[src/rtl/rep_word_serializer.sv]
// Serializes one WIDTH-bit word per valid/ready handshake into a single-wire frame:
// start bit (0), data MSB-first, optional even-parity bit (SERIALIZER_PARITY_EN), stop bit (1).
module rep_word_serializer #(
  parameter int unsigned WIDTH = 8,
  parameter int unsigned DIV   = 4
) (
  input  logic             clk,
  input  logic             rst_n,
  input  logic [WIDTH-1:0] din,
  input  logic             din_valid,
  output logic             din_ready,
  output logic             sout,
  output logic             busy,
  output logic             done
);

  localparam int unsigned CNT_W = $clog2(DIV) + 1;
  localparam int unsigned BIT_W = $clog2(WIDTH) + 1;

  typedef enum logic [2:0] {
    S_IDLE   = 3'd0,
    S_START  = 3'd1,
    S_DATA   = 3'd2,
`ifdef SERIALIZER_PARITY_EN
    S_PARITY = 3'd3,
`endif
    S_STOP   = 3'd4
  } state_t;

  state_t           state_q, state_d;
  logic [CNT_W-1:0] cnt_q, cnt_d;
  logic [BIT_W-1:0] bit_q, bit_d;
  logic [WIDTH-1:0] shreg_q, shreg_d;
  logic             sout_q, sout_d;
  logic             busy_q, busy_d;
  logic             done_q, done_d;
  logic             din_ready_q, din_ready_d;
  logic             period_end_c;
`ifdef SERIALIZER_PARITY_EN
  logic             parity_q, parity_d;
`endif

  assign period_end_c = (cnt_q == CNT_W'(DIV - 1));

  // Next-state, counters and the registered line levels derived from the next state
  always_comb begin
    state_d  = state_q;
    cnt_d    = cnt_q;
    bit_d    = bit_q;
    shreg_d  = shreg_q;
    done_d   = 1'b0;
`ifdef SERIALIZER_PARITY_EN
    parity_d = parity_q;
`endif

    case (state_q)
      S_IDLE: begin
        if (din_valid && din_ready_q) begin
          state_d  = S_START;
          shreg_d  = din;
          cnt_d    = '0;
          bit_d    = '0;
`ifdef SERIALIZER_PARITY_EN
          parity_d = ^din;
`endif
        end
      end
      S_START: begin
        if (period_end_c) begin
          cnt_d   = '0;
          bit_d   = '0;
          state_d = S_DATA;
        end else begin
          cnt_d = cnt_q + CNT_W'(1);
        end
      end
      S_DATA: begin
        if (period_end_c) begin
          cnt_d   = '0;
          shreg_d = {shreg_q[WIDTH-2:0], 1'b0};
          if (bit_q == BIT_W'(WIDTH - 1)) begin
            bit_d   = '0;
`ifdef SERIALIZER_PARITY_EN
            state_d = S_PARITY;
`else
            state_d = S_STOP;
`endif
          end else begin
            bit_d = bit_q + BIT_W'(1);
          end
        end else begin
          cnt_d = cnt_q + CNT_W'(1);
        end
      end
`ifdef SERIALIZER_PARITY_EN
      S_PARITY: begin
        if (period_end_c) begin
          cnt_d   = '0;
          state_d = S_STOP;
        end else begin
          cnt_d = cnt_q + CNT_W'(1);
        end
      end
`endif
      S_STOP: begin
        if (period_end_c) begin
          cnt_d   = '0;
          state_d = S_IDLE;
          done_d  = 1'b1;
        end else begin
          cnt_d = cnt_q + CNT_W'(1);
        end
      end
      default: begin
        state_d = S_IDLE;
        cnt_d   = '0;
        bit_d   = '0;
      end
    endcase

    // Line level for the upcoming cycle; DATA shows the MSB of the (possibly just shifted) word
    case (state_d)
      S_START:  sout_d = 1'b0;
      S_DATA:   sout_d = shreg_d[WIDTH-1];
`ifdef SERIALIZER_PARITY_EN
      S_PARITY: sout_d = parity_d;
`endif
      default:  sout_d = 1'b1;
    endcase

    busy_d      = (state_d != S_IDLE);
    din_ready_d = (state_d == S_IDLE);
  end

  always_ff @(posedge clk) begin
    if (!rst_n) begin
      state_q     <= S_IDLE;
      cnt_q       <= '0;
      bit_q       <= '0;
      shreg_q     <= '0;
      sout_q      <= 1'b1;
      busy_q      <= 1'b0;
      done_q      <= 1'b0;
      din_ready_q <= 1'b1;
`ifdef SERIALIZER_PARITY_EN
      parity_q    <= 1'b0;
`endif
    end else begin
      state_q     <= state_d;
      cnt_q       <= cnt_d;
      bit_q       <= bit_d;
      shreg_q     <= shreg_d;
      sout_q      <= sout_d;
      busy_q      <= busy_d;
      done_q      <= done_d;
      din_ready_q <= din_ready_d;
`ifdef SERIALIZER_PARITY_EN
      parity_q    <= parity_d;
`endif
    end
  end

  assign din_ready = din_ready_q;
  assign sout      = sout_q;
  assign busy      = busy_q;
  assign done      = done_q;

endmodule
[config.mk]
export PLATFORM = sky130hd
export DESIGN_NAME = rep_word_serializer
export DESIGN_NICKNAME = d
export VERILOG_FILES = /design/src/rtl/rep_word_serializer.sv
export SDC_FILE = /design/constraint.sdc
export NUM_CORES = 1
export LEC_CHECK = 0
export CORE_MARGIN = 2
export CORE_UTILIZATION = 53
export DETAILED_ROUTE_END_ITERATION = 10
export PLACE_DENSITY = 0.74
export SYNTH_ARGS = -nofsm -noshare
export SYNTH_HDL_FRONTEND = slang
export SYNTH_SLANG_ARGS = --single-unit
[constraint.sdc]
create_clock -name clk -period 2.2 [get_ports clk]
set_input_delay 0.44 -clock clk [delete_from_list [all_inputs] [get_ports clk]]
set_output_delay 0.44 -clock clk [all_outputs]
set_load 0.01 [all_outputs]
Word-level counts from Yosys, hierarchy flattened
Cells that the tools add are included.
Word-level totals
  bits in registers: 22
  latch bits: 0
  memory bits (writable): 0
  memory bits (read-only): 0
  input bits: 11
  output and inout port bits: 4
  logic and storage cells: 50
  memories: 0
Operators by class
  add/sub/neg operators: 2
  multipliers: 0
  div/mod/pow operators: 0
  order comparisons: 0
  equality and inequality tests: 10
  shift operators: 0
  mux-type cells: 19
  bitwise gates (word level): 1
  reductions and logical operators: 9
Operators with widths (count)
  3-bit two-way mux: 7
  4-bit two-way mux: 4
  8-bit two-way mux: 2
  4-bit case mux with 4 select lines: 1
  8-bit case mux with 2 select lines: 1
  3-bit case mux with 4 select lines: 1
  3-bit by 2-bit equality test with 1-bit output, second input constant: 3
  3-bit by 1-bit equality test with 1-bit output, second input constant: 2
  3-bit logical NOT: 2
  2-bit inequality test, second input constant: 3
  3-bit case mux with 2 select lines: 1
  4-bit by 1-bit adder with 4-bit output, second input constant: 1
  4-bit by 3-bit equality test with 1-bit output, second input constant: 1
  4-bit AND reduction: 1
  3-bit by 1-bit adder with 3-bit output, second input constant: 1
  3-bit equality test, second input constant: 1
  3-bit AND reduction: 1
  3-bit nonzero test: 1
  3-bit OR reduction: 1
  1-bit case mux with 2 select lines: 1
  2-bit AND reduction: 1
  2-bit nonzero test: 1
  1-bit logical AND: 1
  1-bit two-way mux: 1
  1-bit inverter: 1

Longest topological paths before layout
Gate-level depths: netlist of the first run.
  depth after elaboration: 6
  mapped depth: 6
  depth with buffers taken out: 5

Least setup slack after synthesis of the first run
No wires, ideal clock.
  path kind: register to register
  start: register state_q[1]
  end: register sout_q, in the netlist sout
  library setup time: 0.114 ns
  arrival time: 1.409 ns
  required time: 2.086 ns
  slack: 0.677 ns
  cell stages (with the launch flop): 7
  buffers on the path: 2
  period minus slack after synthesis: 1.523 ns
  path through: dfxtp_1 -> buf_6 -> or3b_1 -> buf_6 -> o32a_1 -> a21o_1 -> a21o_1
Between the ends
  longest elaborated chain between the ends: 5
  elaborated cells between the ends (all ways): 14
  those cells by class: eq/ne (5); mux (8); reduce/logical (1)
Ends and longest elaborated chain
  from (decl): line 30  | state_t state_q, state_d;
  from (signal assigned): line 149  | state_q <= state_d;
  3-bit two-way mux: line 81  | if (bit_q == BIT_W'(WIDTH - 1)) begin
  3-bit two-way mux: line 78  | if (period_end_c) begin
  3-bit case mux with 4 select lines: line 56  | case (state_q)
  3-bit by 2-bit equality test with 1-bit output or 3-bit by 1-bit equality test with 1-bit output (tied branches): line 122  | case (state_d)
  1-bit case mux with 2 select lines (*): line 122
  to (signal assigned): line 153  | sout_q <= sout_d;
  to (decl): line 34  | logic sout_q, sout_d;
Mark *: on every way between the ends. The rest lies on a longest branch, timed or not.
A chain may end at the register's enable or synchronous reset.

Worst setup path in the final report of the first run
  start: register state_q[1]
  end: register shreg_q[7]
Between the ends
  longest elaborated chain between the ends: 2
  elaborated cells between the ends (all ways): 3
  those cells by class: eq/ne (1); mux (1); reduce/logical (1)
Ends and longest elaborated chain
  3-bit by 2-bit equality test with 1-bit output or 3-bit logical NOT (tied branches): line 56
  8-bit case mux with 2 select lines (*): line 56
  to (signal assigned): line 152  | shreg_q <= shreg_d;
  to (decl): line 33  | logic [WIDTH-1:0] shreg_q, shreg_d;
Marked as above.

==> metrics.txt, run 1 <==
status completed; Synth Warn # 0; gr ovfl total 0; synth top area cells dfxtp_1, a21boi_0, a22oi_1; Worst VDD drop 0.4173 mV; CTS max path bufs 2; first-pass GRT wire length 3463 µm; Primary FF master, synth dfxtp_1; Worst Path Required roughly 2.4 ns; unrepaired setup endpoints after global routing false; Starting Density 56.31%; Layout area overhead 16.19%; IO Port Bufs 14; worst hold path endpoint shreg_q[3]; Placer Congestion 0.8403; row count 16; Global Route Usage Sum between 10% and 20%; crit start category register; Via density 5.573; clk root buf clkbuf_4; HP Class register to register; CP max FO 11; vias slightly below 900; DR pass1 iterations 4; register-to-register setup slack 0.46 ns; largest area contributor in the netlist dfxtp_1; mapped cell area 1105 µm²; post-synth top area share 39.86%; library cells used by synthesis 42; synthesis-stage register bit count 22; Worst Setup End Kind register; Worst Max-Slew Pin Slew 0.4394 ns; fin area 1284 µm²; cells after synthesis between 100 and 150; ant diodes 0; TritonCTS Buffers 3; WL/cell 12.87 µm; Die ar. 2466 µm²; top-count cell post-synth dfxtp_1; Setup Buffers After CTS 0; fin crit share ~80%; DR iter-0 viols 11; syn avg cell area roughly 9.5 µm²; CP Class register to register; max-slew violations 0; crit path launch state_q[1]; CP arrival 1.94 ns; Seq/Total Area, Yosys about two fifths; # placed instances 154; Hold Startpoint shreg_q[3]; largest net degree at the start of global routing 14; Post-Layout Cell Count 157; final net count 145; vias in the first global route 807; # setup viols final 0; antenna-violating nets left 0; Hold Vio Cnt, Final 0; clock slew at reported path FFs 0.10 ns; # hold bufs at CTS 0; leak pwr 0.4915 nW; dpl cell area around 1300 µm²; antenna violations before repair 0; fmax 0.5733 GHz; setup tns final 0 ns; list of most frequent post-synthesis cells dfxtp_1, nand2_1, a21boi_0, a22oi_1; drt total wl 2021 µm; hpwl dp 1522 µm; die width 49.66 µm; Die Y 49.66 µm; area of the multi-input gates 613.1 µm²; Worst Skew 0.001212 ns; FF+latch area 440.4 µm²; slew margin rel. 69.95%; Synth Net Count ~130; H-tree depth 1; clk sinks 22; Worst R2R End shreg_q[7]; max_cap viols 0; r2r startpoint state_q[1]; Resized cells post-CTS 0; Power Density ~560 nW/µm²; fillers between 150 and 200; CTS tree yes; share of layout cells above drive strength 1 10.00%; Post-synth EDFFs 0; Worst Reg-to-Reg Cells 4; I/O pin cnt 15; fraction of registers with async set/reset 0%; Core ar. just under 2000 µm²; drt drc 0; worst hold path cell count 2; Final min period 1.744 ns; Clock Latency Late Sink slightly below 0.3 ns
==> through the flow <==
| step | hold slack (ns) | utilization, % | setup WS, ns | total power [mW] |
|---|---|---|---|---|
| 3_5_place_dp | 0.4625 | 64.29 | 0.2909 | 0.5602 |
| 5_1_grt | 0.5066 | 65.43 | 0.3664 | 0.7590 |
| 4_1_cts | 0.4796 | 65.43 | 0.4607 | 0.7266 |
| 2_1_floorplan | 0.4390 | - | 0.6774 | 0.5132 |
| 6_report | 0.4744 | 65.43 | 0.4556 | 0.7174 |
| 3_3_place_gp | 0.4529 | 64.29 | 0.3183 | 0.5581 |
==> kinds of logic after synthesis <==
logic type               Yosys count  share of synthesized area [%]
buffers and inverters              8                          4.643
adder cells (fa/ha/maj)            2                          2.265
AO/OA/AOI/OAI                     33                          24.01
XOR/XNOR                           1                         0.7929
AND/OR/NAND/NOR                   48                          26.50
multiplexers                       2                          1.925
flip-flops                        22                          39.86
==> how the worst max path moves through the flow <==
stage                       to  slack [ns]  cells past startpoint
floorplan                 sout        0.68                      6
detailed placement  shreg_q[7]        0.29                      5
CTS                 shreg_q[7]        0.46                      4
finish              shreg_q[7]        0.46                      4
global placement      cnt_q[0]        0.32                      6
global route        shreg_q[7]        0.37                      4
==> metal layers <==
layer  wire length [µm]  global-route usage, %
met3                 56                  3.333
met1                984                  22.39
met5                  0                      0
met2                966                  30.22
met4                 14                  6.944
==> critical path, cell delays in order, from the launching register on <==
cell	delay, ns
dfxtp_1	0.54
or3b_1	0.54
o32a_4	0.28
a221oi_2	0.22
nor2b_1	0.06
==> layout by cell type, fill, tap and decap left out, types with 4 or more instances in the layout <==
cell type        instances
a22oi_1                  7
a21boi_0                 7
nand3_1                  4
nor2b_1                  6
buf_4                    4
dfxtp_1                 22
a21oi_1                  4
nand2_1                 11
clkdlybuf4s50_1         14
nand2b_1                 6
==> layout make-up <==
cell class                      instances  share of cell area, %
Multi-Input combinational cell         86                  47.76
Sequential cell                        22                  34.31
Timing Repair Buffer                   18                  13.26
Tap cell                               27                  2.632
Clock buffer                            3                  1.754
Inverter                                1                 0.2924
==> registers in the layout, indices dropped and copies added, names as in the netlist <==
register and flops:
bit_q 4, din_ready 1, cnt_q 3, sout 1, state_q 3, busy 1
done 1, shreg_q 8
==> power by group <==
group          switching, mW  internal, mW
Sequential            0.0139         0.417
Combinational         0.0509        0.0687
Clock                  0.103        0.0636
Total                  0.168         0.550
(Power assumes the default switching activity.)
==> inputs of run 2 (changes only) <==
- CORE_UTILIZATION: 53 -> 47
- PLACE_DENSITY: 0.74 -> 0.7
- clock period: 2.2 -> 1.4 ns (I/O delays scaled with it)
==> metrics.txt, run 2 (synthesis results as in run 1) <==
die width 52.49 µm (+5.7%); commonest non-fill, non-tap cell in the layout buf_4; Worst Path Required 1.62 ns (-0.77 ns); CP Class register to register; Biggest register shreg_q; CP max FO 8 (-3); share of layout cells above drive strength 1 39.86% (+30 points); Die Y 52.49 µm (+5.7%); drt drc 0 (unchanged); Hold Vio Cnt, Final 0 (unchanged); slew margin rel. 84.32% (+14 points); gr ovfl total 0 (unchanged); DR pass1 iterations 4 (unchanged); Via density 5.568 (about the same); I/O pin cnt 15 (unchanged); WL/cell 14.63 µm (+14%); clk sinks 22 (unchanged); IO Port Bufs 14 (unchanged); Power Density 823.6 nW/µm² (+47%); drt total wl 2574 µm (+27%); Worst Max-Slew Pin Slew 0.2335 ns (-0.2059 ns); Worst VDD drop 0.5844 mV (+40%); leak pwr 0.6345 nW (+29%); largest net degree at the start of global routing 13 (-1); fmax 0.7035 GHz (+23%); antenna-violating nets left 0 (unchanged); max-slew violations 0 (unchanged); CP arrival 1.64 ns (-0.30 ns); CTS max path bufs 2 (unchanged); HP Class register to register; setup tns final -0.08023 ns (-0.08023 ns); Placer Congestion 0.8189 (-2.5%); clk root buf clkbuf_4; Core ar. 2212 µm² (+13%); hpwl dp 1820 µm (+20%); TritonCTS Buffers 3 (unchanged); Clock Latency Late Sink 0.32 ns (+0.03 ns); pre-CTS setup slack -0.3701 ns (-0.6610 ns); CTS tree yes; DR iter-0 viols 23 (+12); Worst Setup End Kind register; setup ws final -0.02151 ns (-0.4771 ns); Power Total 1.294 mW (+80%); Global Route Usage Sum 20.48% (+2.6 points); Starting Density 49.94% (-6.4 points); first-pass GRT wire length 4112 µm (+19%); ant diodes 0 (unchanged); largest registers shreg_q (8), bit_q (4); Final min period 1.422 ns (-0.3229 ns); vias in the first global route 928 (+15%); status finished, violations left; vias 980 (+12%); antenna violations before repair 0 (unchanged); fin crit share 101.5% (+22 points); Layout area overhead 42.24%; max reg flops 8 (unchanged); # setup viols final 9 (+9); commonest non-fill, non-tap cells in the layout buf_4, dfxtp_1, nand2_1, clkdlybuf4s50_1; final net count 162 (+12%); row count 17 (+1); failing checks negative setup slack; crit start category register; clock slew at reported path FFs 0.12 ns (+0.02 ns); Worst Skew 0.002078 ns (+0.0008660 ns); max_cap viols 0 (unchanged); unrepaired setup endpoints after global routing true; H-tree depth 1 (unchanged); Die ar. 2755 µm² (+12%)
==> run 2: changes by cell type in the layout (fill, tap and decap cells not counted), sizes merged <==
| cell | before | now |
|---|---|---|
| buf | 4 | 21 |
| clkbuf | 3 | 4 |
| clkdlybuf4s50 | 14 | 9 |
| dlygate4sd2 | 0 | 4 |
| dlymetal6s2s | 0 | 1 |
==> run 2: worst paths after layout <==
check | startpoint | end | slack, ns | depth (start not counted)
max reg2reg | state_q[1] | shreg_q[7] | -0.02 | 4
min reg2reg | shreg_q[6] | shreg_q[6] | 0.47 | 2
min | shreg_q[6] | shreg_q[6] | 0.47 | 2
max | state_q[1] | shreg_q[7] | -0.02 | 4
==> run 2: what timing repair did <==
| action | 4_1_cts | 5_1_grt |
|---|---|---|
| pin swaps | 6 | 5 |
| setup buffers | 1 | 1 |
| resized for setup | 24 | 17 |
| hold buffers | 0 | 0 |
| setup endpoints to repair | 21 | 18 |
==> run 2: power by group <==
part           leakage, nW  switching (mW)  internal [mW]
Sequential           0.182          0.0237          0.658
Combinational        0.431           0.107          0.146
Clock               0.0210           0.201          0.159
==> run 2: per-layer routing <==
metal  up-vias  wire length [µm]  global-route usage [%]
li1        486                 -                       -
met1       472              1115                   24.33
met2        19              1332                   35.83
met3         3               102                   4.000
met4         0                23                   8.120
met5         -                 0                       0
==> run 2: critical path: stages (launching register included) <==
cell and delay [ns]:
dfxtp_2 0.38, or3b_4 0.41, o32a_4 0.24, a221oi_2 0.22, nor2b_1 0.07
==> run 2: stage by stage <==
step	util, %	cells	hold WS (ns)	area [µm²]
floorplan	-	116	0.4357	1132
global placement	63.01	170	0.4561	1394
detailed placement	63.01	170	0.4608	1394
CTS	66.57	175	0.4657	1473
global route	71.04	176	0.5007	1572
finish	71.04	176	0.4684	1572
==> run 2: area by class of cell <==
| cell class | instances | area, µm² |
|---|---|---|
| Multi-Input combinational cell | 86 | 732.0 |
| Fill cell | 179 | 640.6 |
| Sequential cell | 22 | 449.2 |
| Timing Repair Buffer | 35 | 315.3 |
| Clock buffer | 4 | 36.28 |
| Tap cell | 28 | 35.03 |
| Inverter | 1 | 3.754 |
